`src/rtl/nlfsr_search_engine.sv`:
```
// nlfsr_search_engine: streams NLFSR tap candidates, measures the seed return period and classifies each as maximal, short-cycle or stuck
module nlfsr_search_engine #(
  parameter int SIZE        = 16,
  parameter int NUM_OF_TAPS = 15,
  parameter int TAP_W       = 8,
  parameter int CNT_W       = 16
) (
  input  logic                         clk,
  input  logic                         res,
  input  logic                         cand_valid,
  output logic                         cand_ready,
  input  logic [NUM_OF_TAPS*TAP_W-1:0] cand_taps,
  input  logic                         abort,
  output logic                         res_valid,
  input  logic                         res_ready,
  output logic                         res_found,
  output logic                         res_stuck,
  output logic [SIZE:0]                res_period,
  output logic [NUM_OF_TAPS*TAP_W-1:0] res_taps,
  output logic                         busy,
  output logic [CNT_W-1:0]             tested_cnt,
  output logic [CNT_W-1:0]             found_cnt
);
  typedef enum logic [1:0] {IDLE, RUN, REPORT} fsm_t;
  localparam logic [SIZE-1:0] SEED = SIZE'(1);
  localparam logic [SIZE-1:0] MAXP = '1;
  fsm_t                         r_fsm, w_fsm_nxt;
  logic [SIZE-1:0]              r_state, r_cyc, w_next, w_c;
  logic [NUM_OF_TAPS-1:0]       w_v;
  logic                         w_fb, w_zero, w_seed, w_done;
  logic [NUM_OF_TAPS*TAP_W-1:0] r_taps;
  logic                         r_found, r_stuck;
  logic [SIZE:0]                r_period;
  logic [CNT_W-1:0]             r_tested, r_found_cnt;
  for (genvar k = 0; k < NUM_OF_TAPS; k++) begin : g_tap
    assign w_v[k] = |(r_state & (SEED << r_taps[k*TAP_W +: TAP_W]));
  end
  assign w_fb   = (w_v[0] & w_v[1]) ^ (^w_v[NUM_OF_TAPS-1:2]) ^ r_state[0];
  assign w_next = {w_fb, r_state[SIZE-1:1]};
  assign w_c    = r_cyc + 1'b1;
  assign w_zero = w_next == '0;
  assign w_seed = w_next == SEED;
  assign w_done = w_zero | w_seed | (w_c == MAXP);
  always_ff @(posedge clk)
    r_fsm <= res ? IDLE : w_fsm_nxt;
  always_comb begin
    w_fsm_nxt = r_fsm;
    w_fsm_nxt = r_fsm == IDLE ? (cand_valid ? RUN : IDLE) :
                r_fsm == RUN  ? (abort ? IDLE : w_done ? REPORT : RUN) :
                (res_ready ? IDLE : REPORT);
  end
  always_ff @(posedge clk) begin
    if (res) begin
      r_taps      <= '0;
      r_state     <= SEED;
      r_cyc       <= '0;
      r_found     <= 1'b0;
      r_stuck     <= 1'b0;
      r_period    <= '0;
      r_tested    <= '0;
      r_found_cnt <= '0;
    end else begin
      if (r_fsm == IDLE && cand_valid) begin
        r_taps  <= cand_taps;
        r_state <= SEED;
        r_cyc   <= '0;
      end
      if (r_fsm == RUN && !abort) begin
        if (w_done) begin
          r_stuck  <= w_zero;
          r_found  <= w_seed && (w_c == MAXP);
          r_period <= w_seed ? {1'b0, w_c} : '0;
        end else begin
          r_state <= w_next;
          r_cyc   <= w_c;
        end
      end
      if (r_fsm == REPORT && res_ready) begin
        r_tested <= &r_tested ? r_tested : r_tested + 1'b1;
        if (r_found && !(&r_found_cnt))
          r_found_cnt <= r_found_cnt + 1'b1;
      end
    end
  end
  assign cand_ready = r_fsm == IDLE;
  assign res_valid  = r_fsm == REPORT;
  assign busy       = r_fsm != IDLE;
  assign res_found  = r_found;
  assign res_stuck  = r_stuck;
  assign res_period = r_period;
  assign res_taps   = r_taps;
  assign tested_cnt = r_tested;
  assign found_cnt  = r_found_cnt;
endmodule

```
`config.mk`:
```
export PLATFORM = sky130hd
export DESIGN_NAME = nlfsr_search_engine
export DESIGN_NICKNAME = d
export VERILOG_FILES = /design/src/rtl/nlfsr_search_engine.sv
export SDC_FILE = /design/constraint.sdc
export NUM_CORES = 1
export LEC_CHECK = 0
export ABC_AREA = 1
export BUFFER_PORTS_ARGS = -buffer_cell sky130_fd_sc_hd__buf_4
export CAP_MARGIN = 20
export CORE_MARGIN = 2
export CORE_UTILIZATION = 49
export DETAILED_ROUTE_END_ITERATION = 7
export PLACE_DENSITY = 0.85
export SETUP_SLACK_MARGIN = 0.05
export SLEW_MARGIN = 10
export SYNTH_ARGS = -nofsm -noshare
export SYNTH_HDL_FRONTEND = slang
export SYNTH_SLANG_ARGS = --single-unit
```
`constraint.sdc`:
```
create_clock -name clk -period 2.62 [get_ports clk]
set_clock_uncertainty 0.1 [all_clocks]
set_input_delay 0.131 -clock clk [delete_from_list [all_inputs] [get_ports clk]]
set_output_delay 0.131 -clock clk [all_outputs]
set_load 0.01 [all_outputs]
```
==> qor.csv <==
stage,metric,value,unit
sta,fin. max-slew vios,0,
logic_synthesis,Syn. warnings,0,
sta,Slew headroom,42.8,%
cells_and_area,"commonest non-fill, non-tap cells in the layout","buf_4, nand2_1, nor2_1",
worst_hold_path,type of the worst min-delay path,in -> reg,
logic_synthesis,post-synthesis sequential area ratio,35.1,%
sta,worst slew pin tran,0.858,ns
grt,first-pass GRT wire length,71200,um
logic_synthesis,share of synthesized registers carrying an async set or reset,0,%
setup_path,Crit path top cell by count,nand2_1,
detailed_routing,DRC violation count after routing,0,
floorplanning,Die Width,158,um
placement,DP Wirelength,28600,um
job,MaxCap Viol Count,0,
setup_path,Worst Path Required,2.90,ns
clocking,Clock Sinks,204,
pwr,clock power share,31.5,%
placement,PortBufs,297,
setup_path,CP Cell Sequence,inv_1 > nor2_2 > nand3_1 > nand2_1 > nor2_1 > nand2_1 > nand2_1 > nand2_2 > inv_2 > nand2_1 > nand2_1 > nand2_1 > nand3_2 > nand3_2 > nand2_2 > nand2_2 > nand2_4 > o211ai_4 > nand3_4 > buf_12 > o21ai_2 > nor2_1,
detailed_routing,met2 WL post-DR,23900,um
cells_and_area,FILL cells,1545,
floorplanning,Core Rows,56,
logic_synthesis,main flop type after synthesis,dfxtp_1,
pwr,maximum vdd drop,0.000550,V
clocking,Clock Pin Slew Worst Setup and Hold Paths,0.06,ns
cells_and_area,layout cells sized above 1,33.3,%
clocking,clock latency at the later pin of the worst-skew pair,0.53,ns
detailed_routing,routed vias/inst,5.80,
setup_path,CP max stage delay,0.45,ns
pwr,pwr dens,567,nW/um^2
floorplanning,die height,158,um
run_status,status,"complete, but fails checks",
logic_synthesis,Post-Synthesis Cells,1802,
cells_and_area,Syn-to-layout area delta,54.3,%
grt,initial antenna violation count,2,
sta,Highest Clock Rate,0.323,GHz
detailed_routing,drt first pass iters,6,
pwr,Pleak,7.93,nW
pwr,switching pwr,3.59,mW
detailed_routing,Met1 Wirelength,16900,um
setup_path,CP arrival,3.38,ns
floorplanning,Core ar.,23400,um^2
sta,final worst-path cycle share,118,%
setup_path,"Max FO, Critical Path",6,
floorplanning,initial cell density of the core,49.7,%
setup_path,crit end category,register,
clocking,H-Tree Depth,1,
clocking,Max Root-Sink Buffers,3,
cells_and_area,Final nets,2430,
sta,Final setup viols,52,
cells_and_area,"commonest non-fill, non-tap cell in the layout",buf_4,
floorplanning,full die area,25000,um^2
detailed_routing,post-route ant nets,0,
sta,Hold Fails Final Rpt,0,
run_status,violated checks,setup timing,
setup_path,Slowest cell on crit path,dfxtp_1,
pwr,Sequential Power Share,35.0,%
logic_synthesis,Yosys cell types,41,
grt,largest net degree at the start of global routing,93,
detailed_routing,final WL,48300,um
setup_path,Crit Path Class,reg -> reg,
logic_synthesis,Avg Inst Size Synth,6.46,um^2
placement,routability cong.,0.946,
setup_path,CP startpoint kind,register,
grt,grt total ovfl,0,
pwr,Int Pwr,6.60,mW
detailed_routing,vias post-DR,15286,
pwr,Net Sw Frac,35.2,%
floorplanning,IO Pins,299,
setup_path,crit path from,res_taps[33]$_SDFFE_PP0P_,
grt,vias in the first global route,14695,
sta,RSZ-0062 raised after global routing,true,
detailed_routing,Routed WL per cell,18.3,um
clocking,Num CTS Buffers,23,
clocking,CTS Root Cell,clkbuf_16,
worst_hold_path,Hold Path Origin,res,
setup_path,Reg-to-Reg Start,res_taps[33]$_SDFFE_PP0P_,
sta,post-layout min period,3.10,ns
detailed_routing,Initial DRC Count,1607,
pwr,total power,10.2,mW
cells_and_area,final non-filler cell total,2635,
clocking,CTS tree,done,
placement,dpl cells,2457,
grt,Total GRT Usage,35.2,%
logic_synthesis,Syn Nets,1931,
logic_synthesis,Yosys reg bits,204,
pwr,Comb power frac,33.5,%
sta,Worst Slack Setup Final,-0.480,ns
logic_synthesis,number of synthesized flops with an enable pin,0,
detailed_routing,Top Metal Used,met4,
logic_synthesis,"Cell Area, Synth",11600,um^2
detailed_routing,detailed-routed wire length on met3,4580,um
[state kept, by name, summed over array words and instances, names as in the netlist]
name and flops:
res_period 16, res_found 1, r_fsm 2, r_cyc 16, tested_cnt 16, res_stuck 1, r_state 16, found_cnt 16
res_taps 120
[routing by layer]
| layer | vias up | GRT usage (%) |
|---|---|---|
| met2 | 994 | 63.5 |
| met4 | 0 | 20.5 |
| met1 | 7032 | 37.6 |
| li1 | 6957 | - |
| met3 | 303 | 7.77 |
| met5 | - | 0 |
[logic make-up (layout without fill, tap and decap cells)]
family / after synthesis / count (layout) / share of synthesized area [%]
and+or+nand+nor: 963 / 964 / 38.3
AOI/OAI and AO/OA: 329 / 329 / 14.9
buffers and inverters: 289 / 799 / 10.4
DFF: 204 / 204 / 35.1
xor gates and xnor gates: 12 / 12 / 0.903
adders and majority gates: 4 / 4 / 0.430
other: 1 / 4 / 0.0322
[worst paths after layout]
kind	endpoint	slack, ns	depth (start not counted)
max	r_cyc[2]$_SDFF_PP0_	-0.48	22
min	r_cyc[15]$_SDFF_PP0_	0.22	3
max reg2reg	r_cyc[2]$_SDFF_PP0_	-0.48	22
min reg2reg	res_period[6]$_SDFFE_PP0P_	0.37	2
[cell usage after synthesis, types with 5 or more instances]
| cell | number | share of area (%) |
|---|---|---|
| a21oi_1 | 152 | 6.5 |
| a21oi_2 | 10 | 0.75 |
| buf_2 | 31 | 1.3 |
| buf_6 | 7 | 0.68 |
| clkbuf_1 | 57 | 1.8 |
| dfxtp_1 | 204 | 35 |
| inv_1 | 148 | 4.8 |
| inv_2 | 34 | 1.1 |
| nand2_1 | 354 | 11 |
| nand2_2 | 7 | 0.38 |
| nand3_1 | 197 | 8.5 |
| nand3_2 | 24 | 2.1 |
| nand4_1 | 60 | 3.2 |
| nor2_1 | 215 | 6.9 |
| nor2_2 | 26 | 1.4 |
| nor3_1 | 51 | 2.2 |
| nor3_2 | 7 | 0.60 |
| nor3b_1 | 5 | 0.32 |
| nor4_1 | 7 | 0.38 |
| o21ai_0 | 150 | 6.5 |
| o22ai_1 | 5 | 0.27 |
| xor2_1 | 8 | 0.60 |
[power groups by stage]
stage | clock network, mW | registers [mW] | logic, mW
after detailed placement | 0 | 3.58 | 2.61
after CTS | 3.20 | 3.53 | 3.06
final | 3.21 | 3.56 | 3.42
after global placement | 0 | 3.57 | 2.55
after floorplan | 0 | 3.67 | 1.47
after global routing | 3.34 | 3.58 | 3.66
[final cells by class]
| class | count | area, um^2 | share of cell area [%] |
|---|---|---|---|
| antenna | 3 | 7.51 | 0.0418 |
| multi-input combinational | 1310 | 7130 | 39.7 |
| inverter | 183 | 688 | 3.83 |
| clock inverter | 9 | 104 | 0.578 |
| timing repair buffer | 579 | 4890 | 27.3 |
| clock buffer | 28 | 624 | 3.48 |
| sequential | 204 | 4110 | 22.9 |
| tap | 319 | 399 | 2.22 |
[stage by stage]
stage,TNS (ns),setup WS (ns),instance area [um^2],util [%],hold slack [ns]
floorplan,0,0.0690,11600,-,0.197
global placement,-9.49,-0.242,15000,64.0,0.286
detailed placement,-11.81,-0.304,15000,64.0,0.292
CTS,-7.82,-0.207,17300,74.1,0.149
global route,-30.70,-0.653,18000,76.7,0.238
finish,-22.63,-0.480,18000,76.7,0.222
[timing repair]
action,in CTS,in global routing
cloned,4,2
resized for setup,66,156
pin swaps,13,53
setup buffers,4,6
endpoints found under the setup margin,53,58
endpoints found under the hold margin,137,0
hold buffers,123,0
[worst max-delay path: cells and delay by family (launching register included)]
kind / cells / cell delay (ns)
AOI/OAI and AO/OA: 2 / 0.20
buffers and inverters: 3 / 0.46
DFF: 1 / 0.45
and+or+nand+nor: 17 / 1.70
No activity file was read; power rests on OpenSTA's default activity.
